--- src/rtl/arm_pkg.sv ---
// Shared ARM pipeline definitions: operand-forward mux encodings and the PC register index.
package arm_pkg;

    localparam logic [1:0] FWD_SEL_REG = 2'b00;  // operand from register file
    localparam logic [1:0] FWD_SEL_MEM = 2'b01;  // operand from MEM-stage result
    localparam logic [1:0] FWD_SEL_WB  = 2'b10;  // operand from WB-stage result

    localparam logic [3:0] REG_PC = 4'hF;        // R15: served by the PC path, never forwarded

    localparam int NUM_SRC = 2;                  // ALU operands that can be forwarded

endpackage : arm_pkg

--- src/rtl/forwarding_unit_fwd_select.sv ---
// Forward-source selection for a single EXE operand: compares one source tag
// against the MEM and WB destinations and returns the mux select.
module fwd_select
    import arm_pkg::*;
#(
    parameter int REG_W      = 4,
    parameter bit EXCLUDE_PC = 1'b1
) (
    input  logic [REG_W-1:0] tag,
    input  logic             use_en,
    input  logic [REG_W-1:0] mem_dest,
    input  logic             mem_en,
    input  logic [REG_W-1:0] wb_dest,
    input  logic             wb_en,
    output logic [1:0]       sel
);

    localparam logic [REG_W-1:0] PC_TAG = REG_W'(REG_PC);

    logic tag_is_pc;
    logic hit_mem;
    logic hit_wb;

    assign tag_is_pc = EXCLUDE_PC && (tag == PC_TAG);
    assign hit_mem   = mem_en && (mem_dest == tag);
    assign hit_wb    = wb_en && (wb_dest == tag);

    // MEM holds the youngest result, so it wins over WB when both match
    always_comb begin
        sel = FWD_SEL_REG;
        if (use_en && !tag_is_pc) begin
            if (hit_mem) begin
                sel = FWD_SEL_MEM;
            end else if (hit_wb) begin
                sel = FWD_SEL_WB;
            end
        end
    end

endmodule : fwd_select

--- src/rtl/forwarding_unit.sv ---
// EXE-stage operand forwarding: registers the ID source tags into EXE, drives the
// ALU operand selects from them, and counts forward events for performance debug.
module forwarding_unit
    import arm_pkg::*;
#(
    parameter int REG_W      = 4,
    parameter int CNT_W      = 16,
    parameter bit EXCLUDE_PC = 1'b1
) (
    input  logic             clk,
    input  logic             rst_n,
    input  logic             forwardingEnabled,
    input  logic             freeze,
    input  logic             flush,
    input  logic             clear_counters,
    input  logic             valid_id,
    input  logic             twoSrc_id,
    input  logic [REG_W-1:0] src1_id,
    input  logic [REG_W-1:0] src2_id,
    input  logic [REG_W-1:0] destination_mem,
    input  logic             writeBackEnabled_mem,
    input  logic [REG_W-1:0] destination_wb,
    input  logic             writeBackEnabled_wb,
    output logic [1:0]       sel_src1,
    output logic [1:0]       sel_src2,
    output logic             valid_exe,
    output logic             twoSrc_exe,
    output logic [REG_W-1:0] src1_exe,
    output logic [REG_W-1:0] src2_exe,
    output logic [CNT_W-1:0] fwd_count_mem,
    output logic [CNT_W-1:0] fwd_count_wb
);

    localparam logic [CNT_W-1:0] CNT_MAX = '1;

    logic             valid_q,  valid_d;
    logic             two_q,    two_d;
    logic [REG_W-1:0] src1_q,   src1_d;
    logic [REG_W-1:0] src2_q,   src2_d;
    logic [CNT_W-1:0] cnt_mem_q, cnt_mem_d;
    logic [CNT_W-1:0] cnt_wb_q,  cnt_wb_d;

    logic [REG_W-1:0] op_tag [NUM_SRC];
    logic             op_use [NUM_SRC];
    logic [1:0]       op_sel [NUM_SRC];
    logic             any_mem;
    logic             any_wb;

    // Per-operand enables: operand 2 is only consulted when the instruction reads it
    always_comb begin
        op_tag[0] = src1_q;
        op_tag[1] = src2_q;
        op_use[0] = forwardingEnabled && valid_q;
        op_use[1] = forwardingEnabled && valid_q && two_q;
    end

    generate
        for (genvar gi = 0; gi < NUM_SRC; gi++) begin : g_sel
            fwd_select #(
                .REG_W      (REG_W),
                .EXCLUDE_PC (EXCLUDE_PC)
            ) u_fwd_select (
                .tag      (op_tag[gi]),
                .use_en   (op_use[gi]),
                .mem_dest (destination_mem),
                .mem_en   (writeBackEnabled_mem),
                .wb_dest  (destination_wb),
                .wb_en    (writeBackEnabled_wb),
                .sel      (op_sel[gi])
            );
        end
    endgenerate

    assign sel_src1 = op_sel[0];
    assign sel_src2 = op_sel[1];

    // Tag register next state: flush kills the instruction even while frozen
    always_comb begin
        valid_d = valid_q;
        two_d   = two_q;
        src1_d  = src1_q;
        src2_d  = src2_q;
        if (flush) begin
            valid_d = 1'b0;
            two_d   = 1'b0;
            src1_d  = '0;
            src2_d  = '0;
        end else if (!freeze) begin
            valid_d = valid_id;
            two_d   = twoSrc_id;
            src1_d  = src1_id;
            src2_d  = src2_id;
        end
    end

    // Counter next state: one count per unfrozen cycle, saturating, clear has priority
    always_comb begin
        any_mem   = (op_sel[0] == FWD_SEL_MEM) || (op_sel[1] == FWD_SEL_MEM);
        any_wb    = (op_sel[0] == FWD_SEL_WB)  || (op_sel[1] == FWD_SEL_WB);
        cnt_mem_d = cnt_mem_q;
        cnt_wb_d  = cnt_wb_q;
        if (clear_counters) begin
            cnt_mem_d = '0;
            cnt_wb_d  = '0;
        end else if (!freeze) begin
            if (any_mem && (cnt_mem_q != CNT_MAX)) begin
                cnt_mem_d = cnt_mem_q + 1'b1;
            end
            if (any_wb && (cnt_wb_q != CNT_MAX)) begin
                cnt_wb_d = cnt_wb_q + 1'b1;
            end
        end
    end

    // State flops; reset clears tags so no stale forwarding survives a reset
    always_ff @(posedge clk or negedge rst_n) begin
        if (!rst_n) begin
            valid_q   <= 1'b0;
            two_q     <= 1'b0;
            src1_q    <= '0;
            src2_q    <= '0;
            cnt_mem_q <= '0;
            cnt_wb_q  <= '0;
        end else begin
            valid_q   <= valid_d;
            two_q     <= two_d;
            src1_q    <= src1_d;
            src2_q    <= src2_d;
            cnt_mem_q <= cnt_mem_d;
            cnt_wb_q  <= cnt_wb_d;
        end
    end

    assign valid_exe     = valid_q;
    assign twoSrc_exe    = two_q;
    assign src1_exe      = src1_q;
    assign src2_exe      = src2_q;
    assign fwd_count_mem = cnt_mem_q;
    assign fwd_count_wb  = cnt_wb_q;

endmodule : forwarding_unit

--- config.mk ---
export PLATFORM = sky130hd
export DESIGN_NAME = forwarding_unit
export DESIGN_NICKNAME = d
export VERILOG_FILES = /design/src/rtl/arm_pkg.sv /design/src/rtl/forwarding_unit_fwd_select.sv /design/src/rtl/forwarding_unit.sv
export SDC_FILE = /design/constraint.sdc
export NUM_CORES = 1
export LEC_CHECK = 0
export CORE_MARGIN = 2
export CORE_UTILIZATION = 40
export DETAILED_ROUTE_END_ITERATION = 8
export HOLD_SLACK_MARGIN = 0.12
export PLACE_DENSITY_LB_ADDON = 0.05
export RECOVER_POWER = 50
export SKIP_LAST_GASP = 1
export SYNTH_ARGS = -nofsm -noshare
export SYNTH_HDL_FRONTEND = slang
export SYNTH_HIERARCHICAL = 1
export SYNTH_SLANG_ARGS = --single-unit
--- constraint.sdc ---
create_clock -name clk -period 2.45 [get_ports clk]
set_clock_uncertainty 0.05 [all_clocks]
set_input_delay 0.49 -clock clk [delete_from_list [all_inputs] [get_ports clk]]
set_output_delay 0.49 -clock clk [all_outputs]
set_load 0.05 [all_outputs]
Word level (Yosys, flattened, before mapping)
Cells that the tools add are included.
{"block": "op_classes", "n_mux": 20, "reduce_logical": 18, "n_eq_ne": 14, "addsub": 2}
{"operator": "16-bit two-way mux", "count": 6}
{"operator": "16-bit by 1-bit adder with 16-bit output, second input constant", "count": 2}
{"operator": "16-bit != test, second input constant", "count": 2}
{"operator": "4-bit == test", "count": 4}
{"operator": "4-bit two-way mux", "count": 4}
{"operator": "2-bit two-way mux", "count": 6}
{"operator": "1-bit logical AND", "count": 10}
{"operator": "4-bit == test, second input constant", "count": 2}
{"operator": "2-bit by 1-bit == test with 1-bit output, second input constant", "count": 2}
{"operator": "2-bit == test, second input constant", "count": 2}
{"operator": "1-bit two-way mux", "count": 4}
{"operator": "2-bit by 1-bit != test with 1-bit output, second input constant", "count": 2}
{"operator": "2-bit AND reduction", "count": 2}
{"operator": "2-bit nonzero test", "count": 2}
{"operator": "1-bit zero test", "count": 2}
{"operator": "1-bit logical OR", "count": 2}
{"block": "totals", "regBits": 42}

Logic depth before layout (Yosys ltp)
{"block": "logic_depth", "ltp_word": 11, "mapped_depth": 9}

Cells and area by module
The synthesis kept the hierarchy.
{"module": "forwarding_unit", "instances": 1, "area_each_um2": 2329.7, "cells_each": 234}
{"module": "fwd_select", "instances": 2, "area_each_um2": 126.4, "cells_each": 16}

Worst setup path before layout
Ideal clock, no wire load.
{"block": "synth_path", "kind": "register -> register", "start": "reg src1_q[1] (netlist: src1_exe[1])", "end": "reg cnt_mem_q[15] (netlist: fwd_count_mem[15])", "stages_incl_launch_ff": 9, "t_required_ps": 2322, "setup_time_ps": 78, "t_arrival_ps": 3110, "setup_slack_ps": -788, "period_less_slack_ps": 3238, "cell_sequence": "dfrtp_1 xor2_1 nor3_1 nand3_1 nor2_1 nand2b_1 a2111o_1 or4_1 a21oi_1"}
{"item": "from (decl)", "line": "forwarding_unit.sv:38", "rtl": "logic [REG_W-1:0] src1_q, src1_d;"}
{"item": "from (signal assigned)", "line": "forwarding_unit.sv:127", "rtl": "src1_q <= src1_d;"}
{"item": "4-bit == test, on equally long branches", "line": "forwarding_unit_fwd_select.sv:25, forwarding_unit_fwd_select.sv:24"}
{"item": "1-bit logical AND / 1-bit zero test (equally long branches)", "line": "forwarding_unit_fwd_select.sv:25, forwarding_unit_fwd_select.sv:31"}
{"item": "2-bit two-way mux / 1-bit logical AND (equally long branches)", "line": "forwarding_unit_fwd_select.sv:32, forwarding_unit_fwd_select.sv:31"}
{"item": "2-bit two-way mux *", "line": "forwarding_unit_fwd_select.sv:31", "rtl": "if (use_en && !tag_is_pc) begin"}
{"item": "net sel_src1[0]", "line": "forwarding_unit.sv:24", "rtl": "output logic [1:0] sel_src1,"}
{"item": "2-bit by 1-bit == test with 1-bit output *", "line": "forwarding_unit.sv:98", "rtl": "any_mem = (op_sel[0] == FWD_SEL_MEM) || (op_sel[1] == FWD_SEL_MEM);"}
{"item": "1-bit logical OR *", "line": "forwarding_unit.sv:98"}
{"item": "1-bit logical AND *", "line": "forwarding_unit.sv:106", "rtl": "if (any_mem && (cnt_mem_q != CNT_MAX)) begin"}
{"item": "2-bit nonzero test (no source line) *"}
{"item": "2-bit AND reduction (no source line) *"}
{"item": "to (signal assigned)", "line": "forwarding_unit.sv:129", "rtl": "cnt_mem_q <= cnt_mem_d;"}
{"item": "to (decl)", "line": "forwarding_unit.sv:40", "rtl": "logic [CNT_W-1:0] cnt_mem_q, cnt_mem_d;"}
The timed path passes the listed nets; every way through them passes the cells marked *.
A chain may end at the register's enable or synchronous reset.

Final worst setup path
{"block": "layout_path", "start": "reg src1_q[0] (netlist: src1_exe[0])", "end": "reg cnt_wb_q[11] (netlist: fwd_count_wb[11])"}
{"block": "layout_between", "elab_chain_len": 10}
{"item": "4-bit == test", "line": "forwarding_unit_fwd_select.sv:26", "rtl": "assign hit_wb = wb_en && (wb_dest == tag);"}
{"item": "1-bit logical AND", "line": "forwarding_unit_fwd_select.sv:26"}
{"item": "2-bit two-way mux", "line": "forwarding_unit_fwd_select.sv:34", "rtl": "end else if (hit_wb) begin"}
{"item": "2-bit two-way mux", "line": "forwarding_unit_fwd_select.sv:32", "rtl": "if (hit_mem) begin"}
{"item": "2-bit two-way mux *", "line": "forwarding_unit_fwd_select.sv:31"}
{"item": "2-bit == test *", "line": "forwarding_unit.sv:99", "rtl": "any_wb = (op_sel[0] == FWD_SEL_WB) || (op_sel[1] == FWD_SEL_WB);"}
{"item": "1-bit logical OR *", "line": "forwarding_unit.sv:99"}
{"item": "1-bit logical AND *", "line": "forwarding_unit.sv:109", "rtl": "if (any_wb && (cnt_wb_q != CNT_MAX)) begin"}
{"item": "2-bit nonzero test (no source line) *"}
{"item": "2-bit AND reduction (no source line) *"}
{"item": "to (signal assigned)", "line": "forwarding_unit.sv:130", "rtl": "cnt_wb_q <= cnt_wb_d;"}
{"item": "to (decl)", "line": "forwarding_unit.sv:41", "rtl": "logic [CNT_W-1:0] cnt_wb_q, cnt_wb_d;"}
Mark *: on every way between the ends. The rest lies on a longest branch, timed or not.

==> results.txt <==
The flow ran to the end, but the final reports show violations. The final reports fail on max-capacitance violations, max-slew violations, negative setup slack. By area the synthesized netlist is led by sky130_fd_sc_hd__dfrtp_1 (41%), sky130_fd_sc_hd__o31ai_1 (4.7%), sky130_fd_sc_hd__or4_1 (4.7%). After global routing the overflow that remains totals 0. The filler cell count in the final layout came out at 566.

CTS placed an instance of sky130_fd_sc_hd__clkbuf_8 at the clock tree root. Synthesis instantiated between 40 and 50 different standard cells from the library. For the pin with the worst max-slew slack, the measured transition is between 1.5 and 2 ns. The DRC violation count after routing is 0. The worst hold path class is reg -> reg.

The largest area contributor in the netlist is sky130_fd_sc_hd__dfrtp_1. The core region is about 0.0063 mm^2. The share of synthesized flip-flops with an asynchronous set or reset is 100%.

The repair_antennas step left the layout with diodes totalling 0. IR analysis of the VDD net gives a maximum drop of slightly below 0.2 mV. STA classifies the critical path endpoint as a flip-flop. The share of the cycle needed by the critical path after routing came out at 103%. Sequential cells were found to cover 40.7% of the synthesized design area. The biggest fanout along the worst timing path came out at 8.

The pre-CTS setup slack is -0.632 ns. The routability-driven placement congestion ratio is ~0.83. At the worst endpoint, the required time is 2.62 ns. Detailed placement finished with a half-perimeter wire length of 5130 um. The total I/O pin count is 72. The number of max-slew violations in the final report came to 29. The die area came out at 0.00711 mm^2.

The arrival time reported for the critical path endpoint is 2.68 ns. The final-report setup violation count came out at 17. By count the netlist is led by sky130_fd_sc_hd__dfrtp_1 (42), sky130_fd_sc_hd__a21oi_1 (23), sky130_fd_sc_hd__nor2_1 (22).

The hold violation count in the final report came out at 0. The synthesized area divided by synthesized cell count is 9.71 um^2. Counting the buffers created by CTS gives 5.

The count of buffers from port buffering is 71. The total wire length after detailed routing came out at between 7000 and 8000 um. Row generation in the floorplan step produced 29 rows. Internal power comes to ~1.0 mW.

Global routing used 20.6% of the available tracks across all layers. The count of state elements after synthesis came out at between 40 and 50. The first global-routing pass estimated 12,000 um of wire. The instance count after placement with tap cells included is between 400 and 500. The overall power after layout is 1.40 mW. The total number of vias is between 2k and 3k. The number of nets in the synthesized netlist is approximately 300. The fraction of post-synthesis cell area in the top cell type by area came out at 40.7%. The final hold slack came out at 0.507 ns. The number of violations reported at the end of detailed-routing iteration 0 came out at 102. Dividing the detail-routed wire length by the instance count gives 16.1 um. The initial standard-cell utilization of the core came out at about two fifths. The share of power burned in the clock network came out at 33.7%. The maximum clock insertion buffer count came out at 2. In the post-synthesis netlist, the cell with the most instances is sky130_fd_sc_hd__dfrtp_1. The power per cell area is about 360 mW/mm^2. The area added between synthesis and finish came out at 50.9%. Once routing completed, OpenROAD measured the worst setup slack at -0.0659 ns. Summing every instance area after synthesis gives 0.00258 mm^2. The worst setup path is launched from a flip-flop. Yosys mapped a number of flops with a built-in enable equal to 0. The count of nets left with antenna violations once routing finished came out at 0. The horizontal die dimension came out at 84.4 um. Registers are responsible for 51.4% of the overall power.

TritonCTS built the clock tree. For this run, the top clock speed supported by timing is 397 MHz. The count of max-cap constraint violations is 1. The sequential cells in the finished layout cover a total of 0.00106 mm^2. For this design the static power due to leakage is approximately 1.5 nW. Summing all multi-input logic gate instances after layout gives 0.00161 mm^2.

For this design the total switching power over the nets is between 0.3 and 0.4 mW. For the worst-skew pair, the clock arrives at the later sink with an insertion delay of 0.30 ns. The initial antenna violation count came out at 0. The relative max-transition margin came out at -6.00%.

After detailed routing, the number of vias per cell comes to 5.60. The net switching share of the total power is roughly a quarter. The clock transition time at the flip-flop clock pins of the worst setup and hold paths is 0.08 ns. The total of warnings raised by yosys came out at 6.

The combinational power share came out at around 15%. The number of global-route vias before repair came to around 2.4k. The final layout contains 398 nets.

Setup repair after global routing could not meet its margin everywhere. Synthesis produced a netlist whose cell count is 266. The commonest register cell after synthesis is sky130_fd_sc_hd__dfrtp_1. The share of layout cells above drive strength 1 came out at 24.5%.

The number of sinks on the clock net came out at 42. Entering global routing, the biggest net connects 35 pins. The time the final worst path needs with I/O delays and setup is 2.52 ns. The depth of the CTS H-tree came out at 2.

The post-layout instance count excluding filler cells came out at 448. The number of detailed-route iterations in the first pass is 4. By startpoint and endpoint, the worst setup path is classified as reg -> reg. The die boundary height came out at around 84 um.
[cell usage in the layout (no fill, tap or decap), types with 2 or more instances in the layout]
master / instances
sky130_fd_sc_hd__dfrtp_1: 32
sky130_fd_sc_hd__dlygate4sd2_1: 3
sky130_fd_sc_hd__a21oi_1: 22
sky130_fd_sc_hd__inv_1: 2
sky130_fd_sc_hd__buf_4: 30
sky130_fd_sc_hd__nor2b_1: 9
sky130_fd_sc_hd__a2111o_1: 2
sky130_fd_sc_hd__nor4_4: 5
sky130_fd_sc_hd__clkbuf_1: 5
sky130_fd_sc_hd__or4_1: 16
sky130_fd_sc_hd__and3_1: 3
sky130_fd_sc_hd__mux2_4: 4
sky130_fd_sc_hd__dfrtp_2: 10
sky130_fd_sc_hd__clkdlybuf4s15_1: 6
sky130_fd_sc_hd__mux2_2: 5
sky130_fd_sc_hd__buf_6: 3
sky130_fd_sc_hd__nand2b_1: 2
sky130_fd_sc_hd__nand3_1: 9
sky130_fd_sc_hd__nor2_1: 20
sky130_fd_sc_hd__xor2_1: 6
sky130_fd_sc_hd__ha_1: 2
sky130_fd_sc_hd__or3b_2: 2
sky130_fd_sc_hd__and2_1: 4
sky130_fd_sc_hd__nor3_1: 4
sky130_fd_sc_hd__or3_1: 3
sky130_fd_sc_hd__nand2b_4: 2
sky130_fd_sc_hd__clkdlybuf4s50_1: 56
sky130_fd_sc_hd__and4_1: 2
sky130_fd_sc_hd__o31ai_1: 16
sky130_fd_sc_hd__buf_12: 5
sky130_fd_sc_hd__xnor2_2: 2
sky130_fd_sc_hd__nand2_1: 11
sky130_fd_sc_hd__xnor2_1: 8
sky130_fd_sc_hd__o21ai_0: 7
sky130_fd_sc_hd__nand2_2: 2
sky130_fd_sc_hd__mux2i_1: 10
sky130_fd_sc_hd__nor4b_4: 3
sky130_fd_sc_hd__nand4_1: 14
sky130_fd_sc_hd__clkbuf_8: 6
[area by class of cell]
type | instances | share of cell area (%)
inverters | 2 | 0.193
clock inverters | 1 | 0.128
flip-flops and latches | 42 | 27.3
clock buffers | 7 | 2.22
well taps | 77 | 2.47
multi-input cells | 211 | 41.3
repair buffers | 108 | 26.5
[final timing paths]
path | startpoint | endpoint | slack (ns) | cells after the start
setup / recovery | src1_exe[0] | fwd_count_wb[11] | -0.07 | 7
hold / removal | twoSrc_exe | twoSrc_exe | 0.51 | 2
setup reg to reg | src1_exe[0] | fwd_count_wb[11] | -0.07 | 7
hold reg to reg | twoSrc_exe | twoSrc_exe | 0.51 | 2
max in group asynchronous | rst_n | fwd_count_mem[1] | 0.68 | 2
min in group asynchronous | rst_n | fwd_count_mem[4] | 0.53 | 1
[timing repair]
item / in CTS / in global routing
resized for setup: 25 / 14
pin swaps: 17 / 11
setup endpoints to repair: 34 / 30
buffers inserted: 3 / 6
hold buffers: 0 / 0
[logic make-up (layout without fill, tap and decap cells)]
group	count (synthesis)	after routing	share of synthesized area, %
multiplexers	19	19	7.80
adder cells (fa/ha/maj)	2	2	0.969
buffers and inverters	13	118	2.81
AO/OA/AOI/OAI	51	51	12.2
XOR/XNOR	16	16	5.43
AND/OR/NAND/NOR	123	123	30.1
flip-flops	42	42	40.7
[flip-flops by register name, summed over array words and instances (netlist names)]
name and count:
fwd_count_mem 16, valid_exe 1, twoSrc_exe 1, fwd_count_wb 16, src1_exe 4, src2_exe 4
[metal layers]
layer | routed length (um) | vias to the layer above | global-route usage, % | share of wire [%]
li1 | - | 1220 | - | -
met1 | 3420 | 1210 | 29.7 | 47
met2 | 3320 | 72 | 32.9 | 46
met3 | 416 | 8 | 3.64 | 5.8
met4 | 67 | 0 | 3.90 | 0.93
met5 | 0 | - | 0 | 0
[metrics by stage]
step / setup TNS (ns) / utilization [%] / area [um^2]
after global placement: -15.17 / 57.4 / 3620
final: -0.524 / 61.7 / 3900
after CTS: -0.655 / 59.9 / 3780
after global routing: -3.89 / 61.7 / 3900
after floorplan: -8.78 / - / 2620
after detailed placement: -16.29 / 57.4 / 3620
[critical path, cell delays in order (launching register included)]
cell                       delay [ns]
sky130_fd_sc_hd__dfrtp_2         0.46
sky130_fd_sc_hd__xnor2_2         0.18
sky130_fd_sc_hd__nand3_1         0.15
sky130_fd_sc_hd__nor4b_4         0.34
sky130_fd_sc_hd__nand2b_1        0.14
sky130_fd_sc_hd__a2111o_1        0.55
sky130_fd_sc_hd__or4_1           0.43
sky130_fd_sc_hd__a21oi_1         0.14
[power by group through the flow]
| stage | logic, mW | registers [mW] | clock network (mW) |
|---|---|---|---|
| after floorplan | 0.0649 | 0.763 | 0 |
| after global placement | 0.201 | 0.731 | 0 |
| after detailed placement | 0.203 | 0.731 | 0 |
| after CTS | 0.208 | 0.716 | 0.479 |
| after global routing | 0.224 | 0.718 | 0.516 |
| final | 0.208 | 0.717 | 0.471 |
Power figures use the tool's default switching activity.
